===== config.mk =====
export PLATFORM = sky130hd
export DESIGN_NAME = mmio_uart_tx
export DESIGN_NICKNAME = d
export VERILOG_FILES = /design/src/rtl/ice_risc_uart_pkg.sv /design/src/rtl/uart_tx_fifo.sv /design/src/rtl/mmio_uart_tx.sv
export SDC_FILE = /design/constraint.sdc
export NUM_CORES = 1
export LEC_CHECK = 0
export BUFFER_PORTS_ARGS = -buffer_cell sky130_fd_sc_hd__buf_2
export CELL_PAD_IN_SITES_DETAIL_PLACEMENT = 1
export CELL_PAD_IN_SITES_GLOBAL_PLACEMENT = 2
export CORE_MARGIN = 10
export CORE_UTILIZATION = 41
export DETAILED_ROUTE_END_ITERATION = 8
export PLACE_DENSITY_LB_ADDON = 0.1
export SLEW_MARGIN = 5
export SYNTH_ARGS = -nofsm -noshare
export SYNTH_HDL_FRONTEND = slang
export SYNTH_SLANG_ARGS = --single-unit

===== constraint.sdc =====
create_clock -name iwClk -period 5.45 [get_ports iwClk]
set_clock_uncertainty 0.15 [all_clocks]
set_input_delay 0.8175 -clock iwClk [delete_from_list [all_inputs] [get_ports iwClk]]
set_output_delay 0.8175 -clock iwClk [all_outputs]
set_load 0.05 [all_outputs]

===== src/rtl/ice_risc_uart_pkg.sv =====
// ice_risc_uart_pkg: register offsets, STATUS bit positions and TX FSM states shared by mmio_uart_tx
package ice_risc_uart_pkg;
  localparam logic [1:0] UART_OFF_TXDATA = 2'd0;
  localparam logic [1:0] UART_OFF_STATUS = 2'd1;
  localparam logic [1:0] UART_OFF_DIV    = 2'd2;
  localparam int STAT_FULL      = 0;
  localparam int STAT_EMPTY     = 1;
  localparam int STAT_BUSY      = 2;
  localparam int STAT_OVF       = 3;
  localparam int STAT_COUNT_LSB = 4;
  typedef enum logic [1:0] {ST_IDLE, ST_START, ST_DATA, ST_STOP} uart_tx_state_t;
endpackage


===== src/rtl/uart_tx_fifo.sv =====
// uart_tx_fifo: byte FIFO for the UART transmitter.
// clk_i/rst_i clock and async active-high reset; push_i/data_i write side (ignored when full);
// pop_i/data_o read side (data_o shows the head); full_o, empty_o, count_o report occupancy.
module uart_tx_fifo #(
  parameter int DEPTH = 8,
  parameter int AW = $clog2(DEPTH)
) (
  input  logic          clk_i,
  input  logic          rst_i,
  input  logic          push_i,
  input  logic [7:0]    data_i,
  input  logic          pop_i,
  output logic [7:0]    data_o,
  output logic          full_o,
  output logic          empty_o,
  output logic [AW:0]   count_o
);
  logic [7:0] mem_q [DEPTH];
  logic [AW-1:0] wr_q, rd_q;
  logic [AW:0] count_q, count_d;
  logic do_push, do_pop;
  assign full_o = count_q == (AW+1)'(DEPTH);
  assign empty_o = count_q == '0;
  // Fullness is judged on the pre-edge count, so a push into a full FIFO is dropped even when a pop happens on the same edge.
  assign do_push = push_i && !full_o;
  assign do_pop = pop_i && !empty_o;
  assign data_o = mem_q[rd_q];
  assign count_o = count_q;
  assign count_d = count_q + (AW+1)'(do_push) - (AW+1)'(do_pop);
  always_ff @(posedge clk_i or posedge rst_i)
    if (rst_i) begin
      wr_q <= '0;
      rd_q <= '0;
      count_q <= '0;
    end else begin
      if (do_push) wr_q <= wr_q + 1'b1;
      if (do_pop) rd_q <= rd_q + 1'b1;
      count_q <= count_d;
    end
  always_ff @(posedge clk_i)
    if (do_push) mem_q[wr_q] <= data_i;
endmodule


===== src/rtl/mmio_uart_tx.sv =====
// mmio_uart_tx: memory-mapped 8N1 UART transmitter with a TX FIFO.
// iwClk/iwRst clock and async active-high reset; iwWriteAddr/iwWriteData/iwWstrb CPU store port;
// iwReadAddr/owReadData registered CPU data-read port (0 outside the window); owUartTx serial line, idle high.
module mmio_uart_tx
  import ice_risc_uart_pkg::*;
#(
  parameter logic [31:0] BASE_ADDR  = 32'h1000_0000,
  parameter logic [15:0] DIV_RESET  = 16'd207,
  parameter int          FIFO_DEPTH = 8
) (
  input  logic        iwClk,
  input  logic        iwRst,
  input  logic [31:0] iwWriteAddr,
  input  logic [31:0] iwWriteData,
  input  logic [3:0]  iwWstrb,
  input  logic [31:0] iwReadAddr,
  output logic [31:0] owReadData,
  output logic        owUartTx
);
  localparam int AW = $clog2(FIFO_DEPTH);
  logic wr_hit, rd_hit, push, pop, fifo_full, fifo_empty, ovf_q, ovf_d, tx_q, tx_d, bit_end;
  logic [1:0] wr_off, rd_off;
  logic [7:0] fifo_data, shift_q, shift_d, status;
  logic [AW:0] fifo_count;
  logic [15:0] div_q, div_d, bit_div_q, bit_div_d, cnt_q, cnt_d;
  logic [2:0] idx_q, idx_d;
  logic [31:0] rdata_q, rdata_d;
  logic unused_bits;
  uart_tx_state_t state_q, state_d;
  assign unused_bits = ^{iwWriteData[31:16], iwWriteAddr[1:0], iwReadAddr[1:0]};
  assign wr_hit = |iwWstrb && iwWriteAddr[31:4] == BASE_ADDR[31:4];
  assign rd_hit = iwReadAddr[31:4] == BASE_ADDR[31:4];
  assign wr_off = iwWriteAddr[3:2];
  assign rd_off = iwReadAddr[3:2];
  assign push = wr_hit && wr_off == UART_OFF_TXDATA && iwWstrb[0];
  assign ovf_d = (push && fifo_full) ||
                 (ovf_q && !(wr_hit && wr_off == UART_OFF_STATUS && iwWstrb[0] && iwWriteData[3]));
  assign div_d = wr_hit && wr_off == UART_OFF_DIV ?
                 {iwWstrb[1] ? iwWriteData[15:8] : div_q[15:8], iwWstrb[0] ? iwWriteData[7:0] : div_q[7:0]} : div_q;
  uart_tx_fifo #(.DEPTH(FIFO_DEPTH)) u_fifo (
    .clk_i   (iwClk),
    .rst_i   (iwRst),
    .push_i  (push),
    .data_i  (iwWriteData[7:0]),
    .pop_i   (pop),
    .data_o  (fifo_data),
    .full_o  (fifo_full),
    .empty_o (fifo_empty),
    .count_o (fifo_count)
  );
  always_comb begin
    status = '0;
    status[STAT_FULL] = fifo_full;
    status[STAT_EMPTY] = fifo_empty;
    status[STAT_BUSY] = state_q != ST_IDLE;
    status[STAT_OVF] = ovf_q;
    status[STAT_COUNT_LSB +: 4] = 4'(fifo_count);
  end
  assign rdata_d = !rd_hit ? '0 :
                   rd_off == UART_OFF_STATUS ? {24'b0, status} :
                   rd_off == UART_OFF_DIV ? {16'b0, div_q} : '0;
  // Bit timing uses the divisor latched at frame start, so DIVISOR writes only affect the next frame.
  assign bit_end = cnt_q == bit_div_q;
  always_comb begin
    state_d = state_q;
    cnt_d = cnt_q + 16'd1;
    bit_div_d = bit_div_q;
    idx_d = idx_q;
    shift_d = shift_q;
    tx_d = tx_q;
    pop = 1'b0;
    case (state_q)
      ST_IDLE: begin
        cnt_d = '0;
        pop = !fifo_empty;
      end
      ST_START:
        if (bit_end) begin
          state_d = ST_DATA;
          cnt_d = '0;
          idx_d = '0;
          tx_d = shift_q[0];
          shift_d = shift_q >> 1;
        end
      ST_DATA:
        if (bit_end) begin
          cnt_d = '0;
          if (idx_q == 3'd7) begin
            state_d = ST_STOP;
            tx_d = 1'b1;
          end else begin
            idx_d = idx_q + 3'd1;
            tx_d = shift_q[0];
            shift_d = shift_q >> 1;
          end
        end
      ST_STOP:
        if (bit_end) begin
          cnt_d = '0;
          pop = !fifo_empty;
          if (fifo_empty) state_d = ST_IDLE;
        end
      default: state_d = ST_IDLE;
    endcase
    // A pop always begins a frame: from IDLE, or straight out of STOP for gap-free back-to-back frames.
    if (pop) begin
      state_d = ST_START;
      shift_d = fifo_data;
      bit_div_d = div_q;
      cnt_d = '0;
      tx_d = 1'b0;
    end
  end
  always_ff @(posedge iwClk or posedge iwRst)
    if (iwRst) begin
      state_q <= ST_IDLE;
      cnt_q <= '0;
      bit_div_q <= DIV_RESET;
      idx_q <= '0;
      shift_q <= '0;
      tx_q <= 1'b1;
      div_q <= DIV_RESET;
      ovf_q <= 1'b0;
      rdata_q <= '0;
    end else begin
      state_q <= state_d;
      cnt_q <= cnt_d;
      bit_div_q <= bit_div_d;
      idx_q <= idx_d;
      shift_q <= shift_d;
      tx_q <= tx_d;
      div_q <= div_d;
      ovf_q <= ovf_d;
      rdata_q <= rdata_d;
    end
  assign owReadData = rdata_q;
  assign owUartTx = tx_q;
endmodule


After elaboration in Yosys (flattened, before gate mapping) --
Memory sizes are Yosys's and may differ from the RTL's. Index checks and enable logic that the tools add are counted.
Word-level totals: flip-flop bits (word level) 89, bits in writable memories 64, bits of input ports 102, memories kept 1
Memory list:
- u_fifo.mem_q | words 8, width 8, rd ports 1, clocked after memory_dff 0, write ports 1, line uart_tx_fifo.sv:18 | logic [7:0] mem_q [DEPTH];
Operators by class: add/sub/neg operators 6, equality and inequality tests 21, mux-type cells 31, reduce and logical (&&, ||, !) cells 30
Operator list (number):
- $mux W16 | 5
- $eq A28 B25 Y1 const B | 2
- $mux W8 | 4
- $pmux W16 S2 | 1
- $add A16 B1 Y16 const B | 1
- $eq A16 B16 Y1 | 1
- $pmux W8 S2 | 1
- $ne A3 B2 Y1 const B | 5
- $mux W2 | 6
- $logic_and A1 B1 Y1 | 11
- $add A3 B1 Y3 const B | 3
- $mux W3 | 3
- $eq A2 B2 Y1 const B | 4
- $reduce_and A4 Y1 | 2
- $mux W1 | 7
- $eq A2 B1 Y1 const B | 3
- $ne A2 B2 Y1 const B | 3
- $pmux W2 S3 | 1
- $pmux W3 S2 | 1
- $reduce_and A6 Y1 | 1
- $add A4 B1 Y4 | 1
- $eq A4 B4 Y1 const B | 1
- $logic_not A2 Y1 | 2
- $logic_not A4 Y1 | 1
- other kinds (13) | 18

Depth between registers and ports, before layout --
depth in word-level cells 8, mapped depth 14, gate-level depth less buffers 12

Cells and area by module --
A second synthesis with hierarchy kept.
Second synthesis, totals: cells, all modules 485, area, all modules 6957.9 sq um
Modules (own cells, without submodules):
- mmio_uart_tx | times used 1, cells each 333, area an instance 3886.2 sq um, seq. area each 1993.2 sq um
- uart_tx_fifo | times used 1, cells each 152, area an instance 3071.7 sq um, seq. area each 2172.1 sq um

Worst setup path before layout --
Ideal clock, no wire load.
path kind input port to flip-flop, start input iwWriteAddr[29], end memory u_fifo.mem_q[0][0] (enable), arrival 2.661 ns, required time 4.917 ns, setup slack 2.256 ns, stages on the path 7, path buffers 1, cell sequence nor4b_1 -> o41ai_1 -> nor4_2 -> and3b_1 -> buf_2 -> nand2b_1 -> nor3_1
Between the ends: cells in the longest elaborated chain, start to end 7
RTL lines:
- from (decl) | line mmio_uart_tx.sv:13 | input logic [31:0] iwWriteAddr,
- $eq A28 B25 Y1 | line mmio_uart_tx.sv:31 | assign wr_hit = |iwWstrb && iwWriteAddr[31:4] == BASE_ADDR[31:4];
- $logic_and A1 B1 Y1 | line mmio_uart_tx.sv:31
- $logic_and A1 B1 Y1 (2 in series) | line mmio_uart_tx.sv:35 | assign push = wr_hit && wr_off == UART_OFF_TXDATA && iwWstrb[0];
- $logic_and A1 B1 Y1 | line uart_tx_fifo.sv:25 | assign do_push = push_i && !full_o;
- net u_fifo.do_push | line uart_tx_fifo.sv:21 | logic do_push, do_pop;
- $mux W1 | line uart_tx_fifo.sv:41 | if (do_push) mem_q[wr_q] <= data_i;
- $mux W1 (implied by the code) | line uart_tx_fifo.sv:41
- to (decl) | line uart_tx_fifo.sv:18
The timed path passes the listed nets, and every way through them passes these cells.

Worst setup path in the final report --
start input iwWriteAddr[29], end memory u_fifo.mem_q[1][2] (enable)
Between the ends: cells in the longest elaborated chain, start to end 7
RTL lines (line):
- $eq A28 B25 Y1 | mmio_uart_tx.sv:31
- $logic_and A1 B1 Y1 | mmio_uart_tx.sv:31
- $logic_and A1 B1 Y1 (2 in series) | mmio_uart_tx.sv:35
- $logic_and A1 B1 Y1 | uart_tx_fifo.sv:25
- $mux W1 | uart_tx_fifo.sv:41
- $mux W1 (implied by the code) | uart_tx_fifo.sv:41
No other way between the ends.

==> impl_metrics.json <==
{
  "grt_pass1_vias": 4765,
  "reg2regPathDepth": 11,
  "path_cells": "buf_2 > nor4b_1 > o41ai_1 > nor4_2 > and3b_1 > nand2_1 > nor3_2",
  "routabilityCongestion": 0.7616,
  "synth.top_cell.area_share_pct": 28.16,
  "synthTopCellsByArea": "edfxtp_1 28%, dfrtp_1 28%, mux2_2 6.9%",
  "synth.most_common_cell": "dfrtp_1",
  "ir_drop_mv": 0.2331,
  "routed.top_layer": "met5",
  "area_delta_synth_final_pct": 17.42,
  "ys_types": 51,
  "min_period_ps": 3317,
  "nFillCells": 1704,
  "cts_resized": 0,
  "swShare_pct": 23.65,
  "internal-power_mw": 1.918,
  "rsz0062_at_grt": "false",
  "nets": 706,
  "synth_area_um2": 6825,
  "ys_ff_latch": 153,
  "maxCapViolCount": 0,
  "fin_crit_sh_pct": 60.86,
  "synth_flop_cell": "dfrtp_1",
  "max_slew_margin_pct": 29.54,
  "setup_viol": 0,
  "switching_power_mw": 0.5943,
  "p_leak_nw": 3.396,
  "htree_levels": 4,
  "syn_avg_cell_area_um2": 14.10,
  "synth_edf_count": 64,
  "netlist_instances": 484,
  "synth_seq_area_share_pct": 61.03,
  "cpPeakStageDelay_ps": 760,
  "outcome": "finished clean",
  "hpwlAfterDp_um": 11930,
  "power.density_nw_per_um2": 313.5,
  "antenna_found_initial": 2,
  "wl_per_cell_um": 20.09,
  "drtPass1Iterations": 4,
  "root_buffer": "clkbuf_16",
  "core_um2": 16470,
  "placedCellCount": 788,
  "critical_path_class": "primary input to register",
  "yosysWarnings": 0,
  "drtIter0Drc": 148,
  "fmax_mhz": 301.5,
  "synthTopCellsByCount": "76 x dfrtp_1, 64 x edfxtp_1, 42 x mux2_2",
  "ctsHoldBuffers": 0,
  "num_vias": 4171,
  "cts_tree": "built",
  "drv_slew": 0,
  "clock_path_buffers": 2,
  "ant_nets": 0,
  "hold_path_class": "primary input to async pin",
  "die-area_um2": 22210,
  "die_w_um": 149.0,
  "clk_pin_slew_ps": 60,
  "wl_met1_um": 6579,
  "post-cts-setup-buffers": 0,
  "yosysTopAreaCell": "edfxtp_1",
  "drc": 0,
  "final.setup.tns_ps": 0,
  "grt_first_pass_wirelength_um": 26120,
  "required_ps": 5340,
  "critPathCaptureType": "register",
  "async_flop_share_pct": 58.17,
  "worst_pin_slew_ps": 1057,
  "dieHeight_um": 149.0,
  "worstSkewPairLatency_ps": 420,
  "arrival_ps": 3210,
  "numCtsBuffers": 17,
  "fin_cells": 821,
  "drt-total-wl_um": 16490,
  "power.share.sequential_pct": 49.2,
  "hold_violations": 0,
  "met3_wirelength_um": 541,
  "cp_slowest_cell": "nor3_2",
  "grt_start_max_net_pins": 65,
  "io_buffers": 98,
  "io_pins": 135,
  "track_usage_pct": 15.46,
  "overflow": 0,
  "cts_sinks": 153,
  "viasPerCell": 5.080,
  "dr_wl_met2_um": 9081,
  "path_max_fanout": 8,
  "startpoint_type": "primary input",
  "initial_core_util_pct": 41.45,
  "clkPwrFrac_pct": 43.4,
  "layout-drive-gt1-share_pct": 35.00,
  "std_cell_rows": 47,
  "combPwrFrac_pct": 7.4
}
==> state kept, by name (all words and copies together), names as in the netlist <==
name,flops
owUartTx,1
owReadData,16
bit_div_q,16
u_fifo.mem_q,64
u_fifo.wr_q,3
shift_q,8
state_q,2
cnt_q,16
idx_q,3
div_q,16
u_fifo.rd_q,3
ovf_q,1
u_fifo.count_o,4
==> cells by family (layout without fill, tap and decap cells) <==
| kind of cell | Yosys count | after routing | synth area share [%] |
|---|---|---|---|
| buffers and inverters | 47 | 148 | 3.831 |
| xor gates and xnor gates | 34 | 34 | 4.363 |
| and+or+nand+nor | 126 | 126 | 10.10 |
| adders and majority gates | 17 | 17 | 3.226 |
| AOI/OAI and AO/OA | 39 | 39 | 3.868 |
| DFF | 153 | 153 | 61.03 |
| muxes | 67 | 67 | 13.53 |
| other | 1 | 17 | 0.05494 |
==> worst max-delay path: cells and delay by family <==
kind                   cells  cell delay, ps
AO/OA/AOI/OAI              1             170
buffers and inverters      1             100
AND/OR/NAND/NOR            5            2120
==> metal layers <==
layer / global-route usage (%) / vias to the layer above
met5: 0 / -
met4: 5.692 / 2
met3: 4.217 / 26
met2: 27.58 / 55
met1: 17.24 / 2154
li1: - / 1934
==> power by group through the flow <==
stage / registers, mW / clock network (mW) / logic (mW)
detailed placement: 1.26 / 0 / 0.189
floorplan: 1.26 / 0 / 0.130
finish: 1.24 / 1.09 / 0.187
global placement: 1.26 / 0 / 0.183
CTS: 1.24 / 1.12 / 0.190
global route: 1.24 / 1.18 / 0.208
==> placed cells by master, fill, tap and decap left out, drive strengths merged, types with 6 or more instances in the layout <==
master / n
mux2i: 9
nand2: 21
dfrtp: 76
nor2: 34
nor4: 14
nor2b: 6
mux2: 42
nand3: 6
nor3: 6
o21ai: 13
mux4: 16
xor2: 9
edfxtp: 64
xnor2: 25
ha: 16
and2: 8
nand4: 8
inv: 17
conb: 16
a22oi: 8
dfstp: 13
buf: 100
clkbuf: 21
==> area by class of cell <==
class,instances,area (um2),share of cell area (%)
diodes,1,2.502,0.03123
clock buffers,21,440.4,5.496
clock inverters,11,98.84,1.233
inverters,16,61.31,0.7650
multi-input cells,299,2465,30.76
flip-flops and latches,153,4165,51.97
well taps,220,275.3,3.435
repair buffers,100,505.5,6.308
==> through the flow <==
stage | area, um2 | power, mW | worst slack [ps] | hold slack [ps] | util [%]
6_report | 8014 | 2.512 | 2133 | 262.5 | 48.67
2_1_floorplan | 6882 | 1.392 | 2197 | 298.3 | -
4_1_cts | 8011 | 2.545 | 2004 | 258.9 | 48.66
3_5_place_dp | 7472 | 1.447 | 1548 | 341.4 | 45.38
5_1_grt | 8011 | 2.621 | 1841 | 277.0 | 48.66
3_3_place_gp | 7472 | 1.442 | 1610 | 317.8 | 45.38
==> final timing paths <==
check                                     start  slack (ps)                  to
worst max-delay path            iwWriteAddr[29]        2130  u_fifo.mem_q[1][2]
worst min-delay path                      iwRst         260           cnt_q[11]
worst max register to register        cnt_q[11]        2350   u_fifo.count_o[2]
worst min register to register       shift_q[2]         350          shift_q[2]
max in group asynchronous                 iwRst        3660       owReadData[7]
min in group iwClk                   shift_q[2]         350          shift_q[2]
Power figures use the tool's default switching activity.
